<file path="src/rtl/arb_pkg.sv">
// Shared constants, state encoding and the round-robin search helper for rr_arbiter_dec4.
// Pure declarations: no latency, no backpressure.
package arb_pkg;
    localparam int NUM_REQ = 4;
    localparam int IDX_W   = 2;
    localparam int CNT_W   = 8;

    localparam logic [0:0] IDLE  = 1'b0;
    localparam logic [0:0] GRANT = 1'b1;

    // Returns {found, index} of the first set bit of r scanning upward from start, wrapping 3->0.
    function automatic logic [IDX_W:0] rr_pick(input logic [NUM_REQ-1:0] r,
                                               input logic [IDX_W-1:0]   start);
        logic [IDX_W:0]   res;
        logic [IDX_W-1:0] k;
        res = '0;
        for (int i = NUM_REQ - 1; i >= 0; i--) begin
            k = start + IDX_W'(i);
            if (r[k]) res = {1'b1, k};
        end
        return res;
    endfunction
endpackage

</file>
<file path="src/rtl/arb_dec2to4.sv">
// 2-to-4 one-hot decoder with enable; drives the grant select lines from the grant index.
// Combinational, zero latency; no backpressure.
module arb_dec2to4
    import arb_pkg::*;
(
    input  logic               en_i,
    input  logic [IDX_W-1:0]   idx_i,
    output logic [NUM_REQ-1:0] dec_o
);
    assign dec_o = en_i ? (NUM_REQ'(1) << idx_i) : '0;
endmodule

</file>
<file path="src/rtl/rr_arbiter_dec4.sv">
// Four-requester round-robin arbiter, grant held until release; ARB_TIMEOUT_EN adds a forced rotation after MAX_HOLD cycles.
// One-cycle latency from request to grant; back-to-back re-grant on release with no idle cycle.
// en low blocks new grants only; a live grant runs until its requester drops req.
module rr_arbiter_dec4
    import arb_pkg::*;
#(
    parameter int MAX_HOLD  = 16,
    parameter int RESET_PTR = 0
) (
    input  logic               clk,
    input  logic               rst_n,
    input  logic               en,
    input  logic [NUM_REQ-1:0] req,
    output logic [NUM_REQ-1:0] gnt,
    output logic [IDX_W-1:0]   gnt_idx,
    output logic               gnt_valid,
    output logic               hold_expired
);
    if (MAX_HOLD < 2 || MAX_HOLD > (2**CNT_W) - 1) begin : g_bad_max_hold
        $error("MAX_HOLD out of range 2..255");
    end
    if (RESET_PTR < 0 || RESET_PTR > NUM_REQ - 1) begin : g_bad_reset_ptr
        $error("RESET_PTR out of range 0..3");
    end

    logic [0:0]         state_q, state_d;
    logic [IDX_W-1:0]   ptr_q, ptr_d;
    logic [IDX_W-1:0]   idx_q, idx_d;
    logic [NUM_REQ-1:0] others;
    logic [IDX_W:0]     pick_idle, pick_rel;
    logic               expire;

    // Release and forced rotation share one search that skips the current holder.
    assign others    = req & ~(NUM_REQ'(1) << idx_q);
    assign pick_idle = rr_pick(req, ptr_q);
    assign pick_rel  = rr_pick(others, idx_q + IDX_W'(1));

`ifdef ARB_TIMEOUT_EN
    localparam logic [CNT_W-1:0] HOLD_LAST = CNT_W'(MAX_HOLD - 1);

    logic [CNT_W-1:0] cnt_q, cnt_d;
    logic             he_q;

    assign expire = (cnt_q >= HOLD_LAST) && pick_rel[IDX_W] && en;

    always_comb begin
        cnt_d = cnt_q;
        if (state_q != GRANT || idx_d != idx_q) begin
            cnt_d = '0;
        end else if (cnt_q != '1) begin
            cnt_d = cnt_q + CNT_W'(1);
        end
    end

    always_ff @(posedge clk or negedge rst_n) begin
        if (!rst_n) begin
            cnt_q <= '0;
            he_q  <= 1'b0;
        end else begin
            cnt_q <= cnt_d;
            he_q  <= (state_q == GRANT) && req[idx_q] && expire;
        end
    end

    assign hold_expired = he_q;
`else
    assign expire       = 1'b0;
    assign hold_expired = 1'b0;
`endif

    always_comb begin
        state_d = state_q;
        ptr_d   = ptr_q;
        idx_d   = idx_q;
        case (state_q)
            IDLE: begin
                if (en && pick_idle[IDX_W]) begin
                    state_d = GRANT;
                    idx_d   = pick_idle[IDX_W-1:0];
                end
            end
            default: begin
                if (!req[idx_q]) begin
                    ptr_d = idx_q + IDX_W'(1);
                    if (en && pick_rel[IDX_W]) begin
                        idx_d = pick_rel[IDX_W-1:0];
                    end else begin
                        state_d = IDLE;
                    end
                end else if (expire) begin
                    ptr_d = idx_q + IDX_W'(1);
                    idx_d = pick_rel[IDX_W-1:0];
                end
            end
        endcase
    end

    always_ff @(posedge clk or negedge rst_n) begin
        if (!rst_n) begin
            state_q <= IDLE;
            ptr_q   <= IDX_W'(RESET_PTR);
            idx_q   <= '0;
        end else begin
            state_q <= state_d;
            ptr_q   <= ptr_d;
            idx_q   <= idx_d;
        end
    end

    assign gnt_valid = (state_q == GRANT);
    assign gnt_idx   = idx_q;

    arb_dec2to4 u_dec (
        .en_i  (gnt_valid),
        .idx_i (idx_q),
        .dec_o (gnt)
    );
endmodule

</file>
<file path="config.mk">
export PLATFORM = sky130hd
export DESIGN_NAME = rr_arbiter_dec4
export DESIGN_NICKNAME = d
export VERILOG_FILES = /design/src/rtl/arb_pkg.sv /design/src/rtl/arb_dec2to4.sv /design/src/rtl/rr_arbiter_dec4.sv
export SDC_FILE = /design/constraint.sdc
export NUM_CORES = 1
export LEC_CHECK = 0
export CAP_MARGIN = 20
export CORE_ASPECT_RATIO = 1.25
export CORE_MARGIN = 5
export CORE_UTILIZATION = 35
export CTS_BUF_LIST = sky130_fd_sc_hd__clkbuf_4
export CTS_CLUSTER_DIAMETER = 200
export DETAILED_ROUTE_END_ITERATION = 8
export SETUP_SLACK_MARGIN = 0.02
export SLEW_MARGIN = 5
export SYNTH_ARGS = -nofsm -noshare
export SYNTH_HDL_FRONTEND = slang
export SYNTH_SLANG_ARGS = --single-unit
</file>
<file path="constraint.sdc">
create_clock -name clk -period 3.2 [get_ports clk]
set_input_delay 0.64 -clock clk [delete_from_list [all_inputs] [get_ports clk]]
set_output_delay 0.64 -clock clk [all_outputs]
set_load 0.01 [all_outputs]
</file>
==> results.yml <==
outcome:
  status: "finished, final reports clean"
drt:
  viasPerCell: 5.640
  wl_per_cell_um: 14.08
  vias: 626
  first_pass_iters: 4
  routed_wl_um: 1563
  first_iter_violations: 23
  drc: 0
  antenna_left: 0
critical_path:
  crit_required_ns: 2.56
  critical_path.top_delay_family: "buffers and inverters"
  reg2reg_slack_ns: 0.87
  max_stage_delay_ns: 0.61
  worstRegToRegCells: 7
  crit_chain: "inv_1, ha_1, and2_1, clkdlybuf4s50_1"
  path_buf_inv: 2
  path_class: "reg2out"
  crit_slowest_cell: "dfrtp_1"
  r2r_end: "gnt_idx[0]$_DFFE_PN0P_"
  r2r-start: "gnt_idx[0]$_DFFE_PN0P_"
  crit_arrival_ns: 1.92
  worstSetupEndpointType: "primary output"
  crit_fanout: 14
  start_kind: "flip-flop"
worst_hold_path:
  min_from: "ptr_q[0]$_DFFE_PN0P_"
  holdPathEnd: "ptr_q[0]$_DFFE_PN0P_"
  whs_path_depth: 1
  min_path_type: "reg2reg"
clock_tree:
  clock_sinks: 5
  clkTransAtPathRegs_ns: 0.04
  htree_num_levels: 1
  numCtsBuffers: 3
  clkLatencyLatePin_ns: 0.24
  postCtsSetupBuffers: 0
  ctsLongestPathBuffers: 2
  cts_resized: 0
  hold_buffers: 0
  tritoncts: "yes"
  root_buffer: "clkbuf_4"
place:
  port_buffers: 13
  gp_routability_congestion: 0.8085
  place_hpwl_um: 1229
  dp_slack_ns: 0.6726
  dp.cells: 107
run:
  maxCapViolations: 0
logic_synthesis:
  synth_area_per_cell_sq_um: 8.086
  synth_top_area_share_pct: 19.34
  yosysWarnings: 0
  synth_edf_count: 0
  synth_fp_nets: 91
  synth_most_common_cell: "a21oi_1"
  synth_area_sq_um: 646.9
  synthArstFlopShare_pct: 100.0
  synthTopCellsByArea: "dfrtp_1 19%, ha_1 7.7%, a21oi_1 7.0%"
  syn_inst: 80
  synth_top_flop_cell: "dfrtp_1"
  ys_top_cells_by_count: "9 x a21oi_1, 6 x nand2_1, 6 x nand2b_1, 5 x and2_1, 5 x dfrtp_1"
  yosys.area.top_type: "dfrtp_1"
  yosysUniqueCellTypes: 37
  seq_area_frac_synth_pct: 19.34
  ys_ff_latch: 5
timing:
  clock_skew_ns: 0.003893
  grt_setup_unrepaired: "false"
  fin_crit_sh_pct: 79.90
  fmaxAchievable_mhz: 391.1
  finalHoldViolCount: 0
  min_period_ns: 2.557
  fin_tns_setup_ns: 0
  setup_ws_ns: 0.6431
  whs_ns: 0.5724
  slew_viol_final: 0
  setup_violations: 0
die:
  fp.dieW_um: 48.45
  core_sq_mm: 0.001765
  start_util_pct: 36.64
  rows: 17
  dieHeight_um: 58.07
  ioPinCount: 15
  die_area_sq_mm: 0.002813
global_route:
  use_met1_pct: 13.69
  antenna_found_initial: 0
  met2_usage_pct: 19.96
  grt_overflow: 0
  top_usage_layer: "met2"
  grt_pass1_vias: 642
  grt_max_degree: 15
  grt_pass1_wl_um: 2725
  use_met3_pct: 2.571
  track_usage_pct: 11.74
finish:
  fin_cells: 111
  drive_gt1_share_pct: 11.96
  antenna_cells: 0
  fin_util_pct: 45.29
  fillCellCount: 184
  nets: 104
  syn2layout_area_growth_pct: 23.60
power:
  p_leak_nw: 0.3373
  p_per_area_mw_per_mm2: 961.1
  ir_drop_mv: 0.4432
==> power by group <==
group	switching [mW]	internal, mW
clock network	0.0251	0.0556
logic	0.252	0.262
registers	0.0779	0.0966
total	0.355	0.414
==> how the worst max path moves through the flow <==
stage	startpoint	end	cells after the start
global route	gnt_idx[0]$_DFFE_PN0P_	gnt[0]	4
detailed placement	req[3]	gnt_idx[0]$_DFFE_PN0P_	7
finish	gnt_idx[0]$_DFFE_PN0P_	gnt[0]	4
CTS	gnt_idx[0]$_DFFE_PN0P_	gnt[0]	4
global placement	req[3]	gnt_idx[0]$_DFFE_PN0P_	7
floorplan	gnt_idx[0]$_DFFE_PN0P_	gnt_idx[0]$_DFFE_PN0P_	9
==> layout by cell type (no fill, tap or decap), drive strengths merged, types with 3 or more instances in the layout <==
cell / netlist / final
ha: 4 / 4
a21oi: 9 / 9
and2: 5 / 5
o21ai: 5 / 5
mux2i: 3 / 3
inv: 3 / 3
dfrtp: 5 / 5
nor2b: 3 / 3
nand2b: 7 / 7
clkbuf: 2 / 4
clkdlybuf4s50: 0 / 13
nor2: 3 / 3
nand2: 6 / 6
==> per-stage QoR <==
stage,instance area [sq um],total power [mW]
3_3_place_gp,769.5,0.6944
4_1_cts,799.5,0.7732
5_1_grt,799.5,0.8473
3_5_place_dp,769.5,0.6854
2_1_floorplan,646.9,0.5238
6_report,799.5,0.7684
==> logic make-up (layout without fill, tap and decap cells) <==
| group | Yosys count | after routing | share of synthesized area [%] |
|---|---|---|---|
| compound gates | 27 | 27 | 31.53 |
| fa+ha+maj | 4 | 4 | 7.737 |
| buf+inv | 9 | 21 | 7.156 |
| flops | 5 | 5 | 19.34 |
| mux | 4 | 4 | 6.383 |
| other cells | 1 | 1 | 0.5797 |
| simple gates | 30 | 30 | 27.27 |
==> flip-flops by register name, indices dropped and copies added (netlist names) <==
name	cells
gnt_idx	2
ptr_q	2
gnt_valid	1
==> area by class of cell <==
| class | instances | area (sq um) | share of cell area [%] |
|---|---|---|---|
| multi-input cells | 66 | 475.5 | 59.47 |
| repair buffers | 13 | 130.1 | 16.28 |
| inverters | 4 | 15.01 | 1.878 |
| well taps | 19 | 23.77 | 2.973 |
| flip-flops and latches | 5 | 125.1 | 15.65 |
| clock buffers | 4 | 30.03 | 3.756 |
==> per-layer routing <==
metal,part of all wire (%),routed length [um]
met4,0.90,14
met3,3.4,53
met2,51,790
met1,45,704
met5,0,0
Note: power is estimated with default switching activity, not from simulation.
